`src/rtl/map_render_ctrl.sv`:
```
// Tile-map renderer pipeline: a tile fetch on the left edge of each 8-pixel tile, a sprite ROM lookup, and a colour register.
// The tile-map RAM port is shared with game-logic writes, and a pixel read always takes the port first.
module map_render_ctrl #(
  parameter int          MAP_X0   = 208,
  parameter int          MAP_Y0   = 116,
  parameter int          MAP_COLS = 28,
  parameter int          MAP_ROWS = 31,
  parameter logic [11:0] BG_COLOR = 12'h000
) (
  input  logic        CLK,
  input  logic        RST_N,
  input  logic [9:0]  PIX_X,
  input  logic [9:0]  PIX_Y,
  input  logic        PIX_VALID,
  output logic [9:0]  MAP_ADDR,
  output logic        MAP_RD_EN,
  output logic        MAP_WE,
  output logic [6:0]  MAP_WDATA,
  input  logic [6:0]  MAP_RDATA,
  output logic [4:0]  GRID_SELECT,
  output logic [1:0]  ROTATE_SELECT,
  output logic [2:0]  X_INDEX,
  output logic [2:0]  Y_INDEX,
  input  logic [11:0] SPRITE_COLOR,
  input  logic        WR_REQ,
  input  logic [9:0]  WR_ADDR,
  input  logic [6:0]  WR_DATA,
  output logic        WR_ACK,
  output logic [11:0] OUT_COLOR,
  output logic        OUT_VALID
);

  localparam logic [9:0] X_LO    = 10'(MAP_X0);
  localparam logic [9:0] X_HI    = 10'(MAP_X0 + 8 * MAP_COLS);
  localparam logic [9:0] Y_LO    = 10'(MAP_Y0);
  localparam logic [9:0] Y_HI    = 10'(MAP_Y0 + 8 * MAP_ROWS);
  localparam logic [9:0] COLS_W  = 10'(MAP_COLS);
  localparam logic [9:0] N_TILES = 10'(MAP_COLS * MAP_ROWS);

  logic        in_map_s, fetch_s, grant_s;
  logic [9:0]  dx_s, dy_s, tile_addr_s;

  logic        in_map1_q, in_map1_d;
  logic        fetch1_q, fetch1_d;
  logic        pv1_q, pv1_d;
  logic [2:0]  xi_q, xi_d;
  logic [2:0]  yi_q, yi_d;
  logic [6:0]  cache_q, cache_d;
  logic        cache_valid_q, cache_valid_d;
  logic [11:0] out_color_q, out_color_d;
  logic        out_valid_q, out_valid_d;

  // Stage 0: map hit test, tile address and RAM port arbitration.
  always_comb begin
    in_map_s    = PIX_VALID && (PIX_X >= X_LO) && (PIX_X < X_HI) &&
                  (PIX_Y >= Y_LO) && (PIX_Y < Y_HI);
    dx_s        = PIX_X - X_LO;
    dy_s        = PIX_Y - Y_LO;
    tile_addr_s = ({3'd0, dy_s[9:3]} * COLS_W) + {3'd0, dx_s[9:3]};
    fetch_s     = in_map_s && ((dx_s[2:0] == 3'd0) || !cache_valid_q);
    grant_s     = WR_REQ && !fetch_s;
  end

  // RAM port drive; these are combinational, so reset gates them to zero explicitly.
  always_comb begin
    MAP_RD_EN = 1'b0;
    MAP_WE    = 1'b0;
    MAP_WDATA = 7'd0;
    MAP_ADDR  = 10'd0;
    WR_ACK    = 1'b0;
    if (!RST_N) begin
      MAP_RD_EN = 1'b0;
    end else if (fetch_s) begin
      MAP_RD_EN = 1'b1;
      MAP_ADDR  = tile_addr_s;
    end else if (grant_s) begin
      WR_ACK    = 1'b1;
      MAP_WE    = (WR_ADDR < N_TILES);
      MAP_ADDR  = WR_ADDR;
      MAP_WDATA = WR_DATA;
    end else begin
      MAP_ADDR  = 10'd0;
    end
  end

  // Next-state for the stage registers; on a fetch cycle the RAM data bypasses the cache.
  always_comb begin
    in_map1_d     = in_map_s;
    fetch1_d      = fetch_s;
    pv1_d         = PIX_VALID;
    xi_d          = dx_s[2:0];
    yi_d          = dy_s[2:0];
    cache_valid_d = in_map_s;
    cache_d       = fetch1_q ? MAP_RDATA : cache_q;
    out_color_d   = in_map1_q ? SPRITE_COLOR : BG_COLOR;
    out_valid_d   = pv1_q;
  end

  assign GRID_SELECT   = cache_d[6:2];
  assign ROTATE_SELECT = cache_d[1:0];
  assign X_INDEX       = xi_q;
  assign Y_INDEX       = yi_q;
  assign OUT_COLOR     = out_color_q;
  assign OUT_VALID     = out_valid_q;

  // Pipeline, cache and output registers.
  always_ff @(posedge CLK or negedge RST_N) begin
    if (!RST_N) begin
      in_map1_q     <= 1'b0;
      fetch1_q      <= 1'b0;
      pv1_q         <= 1'b0;
      xi_q          <= 3'd0;
      yi_q          <= 3'd0;
      cache_q       <= 7'd0;
      cache_valid_q <= 1'b0;
      out_color_q   <= 12'd0;
      out_valid_q   <= 1'b0;
    end else begin
      in_map1_q     <= in_map1_d;
      fetch1_q      <= fetch1_d;
      pv1_q         <= pv1_d;
      xi_q          <= xi_d;
      yi_q          <= yi_d;
      cache_q       <= cache_d;
      cache_valid_q <= cache_valid_d;
      out_color_q   <= out_color_d;
      out_valid_q   <= out_valid_d;
    end
  end

endmodule
```
`config.mk`:
```
export PLATFORM = sky130hd
export DESIGN_NAME = map_render_ctrl
export DESIGN_NICKNAME = d
export VERILOG_FILES = /design/src/rtl/map_render_ctrl.sv
export SDC_FILE = /design/constraint.sdc
export NUM_CORES = 1
export LEC_CHECK = 0
export CAP_MARGIN = 20
export CORE_MARGIN = 3
export CORE_UTILIZATION = 35
export CTS_CLUSTER_DIAMETER = 100
export DETAILED_ROUTE_END_ITERATION = 7
export PLACE_DENSITY = 0.76
export SETUP_SLACK_MARGIN = 0.1
export SLEW_MARGIN = 15
export SYNTH_ARGS = -nofsm -noshare
export SYNTH_HDL_FRONTEND = slang
export SYNTH_SLANG_ARGS = --single-unit
export TNS_END_PERCENT = 100
```
`constraint.sdc`:
```
create_clock -name CLK -period 4.85 [get_ports CLK]
set_clock_uncertainty 0.15 [all_clocks]
set_input_delay 0.97 -clock CLK [delete_from_list [all_inputs] [get_ports CLK]]
set_output_delay 0.97 -clock CLK [all_outputs]
set_load 0.03 [all_outputs]
```
# After elaboration in Yosys (flattened, before gate mapping)
# Index checks and enable logic that the tools add are counted.
word_totals:
  register_bits: 29
  input_bits: 60
  out_inout_bits: 46
op_classes:
  add_sub_neg: 3
  mul: 1
  magnitude_cmp: 5
  muxes: 16
  n_reduce_logical: 10
op_table:
  columns: ["op", "n"]
  rows:
  - ["two-way mux 10 bit", 3]
  - ["two-way mux 7 bit", 4]
  - ["< comparator 10 x 9 -> 1 bit (second input constant)", 2]
  - ["two-way mux 12 bit", 1]
  - ["adder 10 x 7 -> 10 bit", 1]
  - [">= comparator 10 x 7 -> 1 bit (second input constant)", 1]
  - [">= comparator 10 x 8 -> 1 bit (second input constant)", 1]
  - ["< comparator 10 bit (second input constant)", 1]
  - ["subtractor 10 x 7 -> 10 bit (second input constant)", 1]
  - ["subtractor 10 x 8 -> 10 bit (second input constant)", 1]
  - ["multiplier 7 x 3 -> 8 bit (second input constant)", 1]
  - ["two-way mux 1 bit", 8]
  - ["logical AND 1 bit", 6]
  - ["logical NOT 3 bit", 1]
  - ["logical NOT 1 bit", 2]
  - ["logical OR 1 bit", 1]

# Longest topological paths before layout
# Gate-level depths: netlist of the first run.
logic_depth:
  word_depth: 11
  mapped_depth: 14
  ltp_nobuf: 14

# Worst setup path after synthesis of the first run
# No wires, ideal clock.
synth_timing:
  path_kind: "input to output"
  from: "input port PIX_Y[2]"
  to: "output port MAP_ADDR[9]"
  arrival_ps: 4123
  required_ps: 3730
  slack_ps: -393
  path_stages: 13
  path_buffers: 0
  path_cell_list: "inv_1 > ha_1 > xnor2_1 > fa_1 > ha_1 > fa_1 > ha_1 > o21ai_0 > o21bai_1 > a21oi_1 > nand3b_1 > xor2_1 > o2bb2ai_1"
synth_via:
  elab_chain_cells: 9
  word_cells_on_any_way: 13
  classes_between: "add/sub (2); mul (1); order compare (2); mux (3); reduce/logical (5)"
synth_rtl:
  columns: ["item", "line_no", "text"]
  rows:
  - ["start, declared", "13", "input logic [9:0] PIX_Y,"]
  - ["parallel branches: the longest is 7 deep, another holds subtractor 10 x 7 -> 10 bit", null, null]
  - ["two-way mux 10 bit *", "73", "end else if (fetch_s) begin"]
  - ["two-way mux 10 bit *", "71", "if (!RST_N) begin"]
  - ["end, declared", "15", "output logic [9:0] MAP_ADDR,"]
# Mark *: on every way between the ends.

# Worst setup path in the final report of the first run
layout_timing:
  from: "input port PIX_Y[2]"
  to: "output port MAP_ADDR[8]"
# Same word-level chain as after synthesis.

==> results of run 1 <==
-- how the worst max path moves through the flow --
stage	start	depth (start not counted)	slack [ns]	end
after floorplan	PIX_Y[2]	13	0.03	MAP_ADDR[9]
after global placement	PIX_Y[3]	15	-0.71	MAP_ADDR[9]
after detailed placement	PIX_Y[2]	17	-0.85	MAP_ADDR[9]
after CTS	PIX_Y[6]	16	-0.18	MAP_ADDR[9]
after global routing	PIX_Y[2]	15	-0.31	MAP_ADDR[8]
final	PIX_Y[2]	16	-0.15	MAP_ADDR[8]
-- synth_stat cells --
master	number
o21ai_0	4
xnor2_1	12
o2bb2ai_1	1
o21bai_1	1
nor4_1	1
nand4_1	1
or3b_1	1
fa_1	6
o31a_1	1
and2_1	19
nand3b_1	2
inv_2	1
a211o_1	1
xor2_1	8
nor3_1	3
nor2b_1	1
ha_1	18
o41ai_1	1
and3_1	1
inv_1	13
a311oi_1	2
mux2_2	7
a21o_1	5
o311ai_0	1
a31oi_1	2
o211a_1	1
a211oi_1	1
buf_6	1
nand3_1	2
nor2_2	1
a22o_1	9
clkbuf_1	2
dfrtp_1	29
a21oi_1	6
nand2_1	7
nand2b_1	2
nor4_4	1
nor2_1	5
a21boi_0	1
o211ai_1	1
-- routing by layer --
layer,vias up,global-route usage,share of wire
li1,934,-,-
met1,842,0.211,0.42
met2,63,0.323,0.50
met3,12,0.0314,0.060
met4,0,0.0828,0.023
met5,-,0,0
-- registers in the layout (all words and copies together), names as in the netlist --
signal and count:
X_INDEX 3, cache_q 7, fetch1_q 1, cache_valid_q 1, Y_INDEX 3, out_valid_d 1
OUT_VALID 1, OUT_COLOR 12
-- cell type report --
type | count | area [um^2] | share of cell area
multi-input combinational | 136 | 1370 | 0.375
timing repair buffer | 145 | 1330 | 0.364
sequential | 29 | 726 | 0.199
tap | 70 | 87.6 | 0.0240
clock buffer | 5 | 68.8 | 0.0189
inverter | 14 | 52.6 | 0.0144
clock inverter | 3 | 17.5 | 0.00480
-- metrics by stage --
stage	cells	hold slack (ns)	power (W)
after floorplan	182	0.181	0.000653
after global placement	385	0.182	0.000918
after detailed placement	385	0.197	0.000935
after CTS	398	0.211	0.00118
after global routing	402	0.229	0.00132
final	402	0.204	0.00124
-- repair_timing --
item | in CTS | in global routing
pin swaps | 20 | 15
setup buffers | 6 | 4
endpoints found under the setup margin | 18 | 5
hold buffers | 0 | 0
cloned | 0 | 0
gates resized for setup | 46 | 10
-- kinds of logic (layout without fill, tap and decap cells) --
family | count (synthesis) | after routing | synth area share
buffers and inverters | 17 | 167 | 0.0365
adder cells (fa/ha/maj) | 24 | 24 | 0.177
XOR/XNOR | 20 | 20 | 0.0896
AND/OR/NAND/NOR | 47 | 47 | 0.142
multiplexers | 7 | 7 | 0.0403
AO/OA/AOI/OAI | 38 | 38 | 0.143
flip-flops | 29 | 29 | 0.371
-- power breakdown --
group          internal [W]  leakage, nW  switching, W
registers          0.000264        0.373    0.00000612
logic              0.000424         1.26      0.000358
clock network     0.0000985       0.0439     0.0000876
==> results_dict.tcl, run 1 <==
set metrics [dict create \
    num_rows 26 \
    avgSynthCellArea_um2 10.7 \
    min_period_ns 5.00 \
    port-buffer-count 105 \
    cp-end-kind "output pin" \
    critPathSlowestCell "fa_1" \
    reg2reg_depth 1 \
    path_delay_family "adder cells" \
    rsz0062_at_grt "true" \
    yosys.area.top_type "dfrtp_1" \
    relSlewSlack 0.539 \
    ys_types 40 \
    dpl_cell_area_um2 3360 \
    drc 0 \
    fin_setup_tns_ns -0.504 \
    dieArea_um2 6520 \
    min_to "OUT_VALID$_DFF_PN0_" \
    grt_pass1_wl_um 9140 \
    clk_latency_ns 0.27 \
    drtIter0Drc 64 \
    worstPathRequired_ns 3.73 \
    layout_common_cells "79 x clkdlybuf4s50_1, 52 x buf_4, 29 x dfrtp_1" \
    place_ws_ns -0.848 \
    grt_use_total 0.181 \
    nFillCells 386 \
    reg2reg_from "fetch1_q$_DFF_PN0_" \
    crit_arrival_ns 3.88 \
    max_slew.worst_pin.slew_ns 0.691 \
    layout_commonest_cell "clkdlybuf4s50_1" \
    grt_max_degree 31 \
    antenna_found_initial 0 \
    drtPass1Iterations 4 \
    fin_ws_ns -0.148 \
    place_hpwl_um 4620 \
    ant_nets 0 \
    cts_tree "yes" \
    drive_gt1_frac 0.340 \
    grt_pass1_vias 2015 \
    ir_drop_mv 0.186 \
    nets 415 \
    synth_seq_cells 29 \
    grt-ovfl-total 0 \
    fmax_mhz 200 \
    clkTransAtPathRegs_ns 0.06 \
    numCtsBuffers 5 \
    cts_sinks 29 \
    fp.coreArea_um2 5240 \
    finalMaxSlewViolations 0 \
    synth-warning-count 0 \
    synthesis.nets 266 \
    outcome "complete, but fails checks" \
    vias_per_cell 4.60 \
    initial_core_util 0.373 \
    ios 106 \
    worstHoldPathCells 0 \
    worstHoldPathType "reg -> reg" \
    clock_path_buffers 2 \
    p_leak_nw 1.68 \
    synth.cell_area_um2 1950 \
    cp_cell_sequence "buf_8, inv_2, ha_4, nand3b_1, xor2_2, buf_4, fa_1, inv_2, ha_4, xor2_2, ha_1, nor2b_1, o21ai_1, xnor2_1, a22o_2, buf_6" \
    area_delta_synth_final_pct 86.7 \
    synthDominantCellAreaShare 0.371 \
    wire_per_inst_um 14.1 \
    r2r_slack_ns 3.68 \
    cp_slowest_stage_delay_ns 0.51 \
    synth_area_leaders "dfrtp_1 37%, ha_1 12%, fa_1 6.1%" \
    max-cap-violations 0 \
    die_height_um 80.7 \
    crit_buf_inv 5 \
    r2r_end "cache_q[1]$_DFF_PN0_" \
    setup_viol 4 \
    hold_violations 0 \
    final_area_um2 3650 \
    h-tree-depth 2 \
    final_core_util 0.697 \
    vias 1851 \
    finalCritPeriodShare 1.03 \
    clock_tree.root_cell "clkbuf_8" \
    worstPathMaxFanout 4 \
    path_class "in -> out" \
    synth_cells 182 \
    min_from "out_valid_d$_DFF_PN0_" \
    finalWeightedCongestion 0.762 \
    p_per_area_nw_per_um2 339 \
    finalWirelength_um 5680 \
    synth_seq_area_share 0.371 \
    failed_checks "setup timing" \
    dieWidth_um 80.7 \
    diodes 0 \
    startpoint_type "primary input" \
]
(Power assumes the default switching activity.)
==> inputs of run 2 (changes only) <==
- ABC_AREA: not set -> 0
- SETUP_SLACK_MARGIN: 0.1 -> 0.02
==> results_dict.tcl, run 2 (same netlist as run 1, synthesis figures left out) <==
set metrics [dict create \
    pwr-share-clk 0.166 \
    grt_pass1_wl_um 9200 \
    clock_path_buffers 2 \
    rsz0062_at_grt "true" \
    combPwrFrac 0.621 \
    fp.coreArea_um2 5240 \
    place_inst 383 \
    place_hpwl_um 4660 \
    numCtsBuffers 5 \
    cp_cell_sequence "buf_8, o21ai_4, xor2_2, inv_2, fa_1, ha_4, fa_2, ha_4, o21ai_1, o21bai_1, a21oi_1, nand3b_1, xor2_2, o2bb2ai_4, buf_6" \
    relSlewSlack 0.542 \
    grt_pass1_vias 1942 \
    min_period_ns 4.98 \
    drc 0 \
    dpl_cell_area_um2 3350 \
    vias 1858 \
    fin_setup_tns_ns -0.337 \
    stdcell_count 397 \
    clk_latency_ns 0.27 \
    finalWirelength_um 5680 \
    max_slew.worst_pin.slew_ns 0.686 \
    final_core_util 0.692 \
    grt_max_degree 31 \
    worstPathRequired_ns 3.73 \
    p_int_w 0.000821 \
    setup_viol 3 \
    vias_per_cell 4.68 \
    crit_arrival_ns 3.86 \
    ir_drop_mv 0.197 \
    switching_share 0.350 \
    wire_per_inst_um 14.3 \
    cts_sinks 29 \
    p_leak_nw 1.66 \
    cp_slowest_stage_delay_ns 0.50 \
    die_height_um 80.7 \
    drtIter0Drc 54 \
    num_rows 26 \
    cts_tree "yes" \
    area_delta_synth_final_pct 85.4 \
    r2r_end "cache_q[6]$_DFF_PN0_" \
    final_area_um2 3620 \
    antenna_found_initial 0 \
    fmax_mhz 201 \
    cp-end-kind "output pin" \
    grt-ovfl-total 0 \
    nFillCells 397 \
    failed_checks "setup timing" \
    finalMaxSlewViolations 0 \
    dieWidth_um 80.7 \
    worstHoldPathType "reg -> reg" \
    crit_buf_inv 3 \
    cp.depth 15 \
    grt_use_total 0.185 \
    critPathSlowestCell "fa_1" \
    min_to "OUT_VALID$_DFF_PN0_" \
    dieArea_um2 6520 \
    h-tree-depth 2 \
    cts_hold_buf 0 \
    finalCritPeriodShare 1.03 \
    layout_commonest_cell "clkdlybuf4s50_1" \
    port-buffer-count 105 \
    layout_common_cells "80 x clkdlybuf4s50_1, 49 x buf_4, 29 x dfrtp_1" \
    diodes 0 \
    max-cap-violations 0 \
    drtPass1Iterations 4 \
    initial_core_util 0.373 \
    fin_ws_ns -0.133 \
    clock_tree.root_cell "clkbuf_8" \
    finalWeightedCongestion 0.816 \
    outcome "complete, but fails checks" \
    ios 106 \
    min_from "out_valid_d$_DFF_PN0_" \
    reg2reg_from "fetch1_q$_DFF_PN0_" \
    reg2reg_depth 1 \
    startpoint_type "primary input" \
    path_delay_family "adder cells" \
    worstHoldPathCells 0 \
    p_seq_frac 0.214 \
    drive_gt1_frac 0.312 \
    largest_register_ff_count 12 \
    r2r_slack_ns 3.68 \
    worstPathMaxFanout 3 \
    p_per_area_nw_per_um2 348 \
    path_class "in -> out" \
    switchingPower_w 0.000441 \
    nets 410 \
    ant_nets 0 \
    hold_violations 0 \
    clkTransAtPathRegs_ns 0.06 \
]
## run 2: cell count changes in the layout (fill, tap and decap cells not counted), sizes merged
cell / previous run / this run
clkinvlp: 1 / 0
clkinv: 2 / 1
clkbuf: 5 / 7
clkdlybuf4s50: 79 / 80
buf: 63 / 57
## run 2: area by class of cell
| cell class | count | area (um^2) | area share |
|---|---|---|---|
| multi-input combinational | 136 | 1370 | 0.378 |
| sequential | 29 | 726 | 0.200 |
| timing repair buffer | 140 | 1280 | 0.355 |
| tap | 70 | 87.6 | 0.0242 |
| inverter | 14 | 52.6 | 0.0145 |
| clock buffer | 7 | 96.3 | 0.0266 |
| clock inverter | 1 | 5.00 | 0.00138 |
## run 2: worst max path at each step
stage | start | end | slack, ns
2_1_floorplan | PIX_Y[2] | MAP_ADDR[9] | 0.03
3_3_place_gp | PIX_Y[2] | MAP_ADDR[9] | -0.63
3_5_place_dp | PIX_Y[2] | MAP_ADDR[8] | -0.74
4_1_cts | PIX_Y[2] | MAP_ADDR[9] | -0.17
5_1_grt | PIX_Y[2] | MAP_ADDR[9] | -0.29
6_report | PIX_Y[2] | MAP_ADDR[9] | -0.13
## run 2: timing repair
item                                    in CTS  in global routing
endpoints found under the setup margin       6                  4
setup buffers                                7                  0
hold endpoints to repair                     0                  0
pin swaps                                   14                  4
resized for setup                           41                  4
## run 2: stage by stage
step	worst slack [ns]	power (W)	hold WS (ns)
after floorplan	0.0348	0.000652	0.181
after global placement	-0.630	0.000912	0.182
after detailed placement	-0.744	0.000931	0.194
after CTS	-0.165	0.00125	0.207
after global routing	-0.293	0.00135	0.218
final	-0.133	0.00126	0.204
## run 2: power groups by stage
stage / registers, W / logic (W) / clock network [W]
floorplan: 0.000281 / 0.000371 / 0
global placement: 0.000273 / 0.000639 / 0
detailed placement: 0.000274 / 0.000656 / 0
CTS: 0.000270 / 0.000766 / 0.000213
global route: 0.000272 / 0.000850 / 0.000228
finish: 0.000270 / 0.000783 / 0.000209
## run 2: layer usage
layer,up-vias,GRT usage,part of all wire
met5,-,0,0
met4,0,0.0709,0.018
met3,7,0.0404,0.073
met2,66,0.324,0.49
met1,867,0.221,0.42
li1,918,-,-
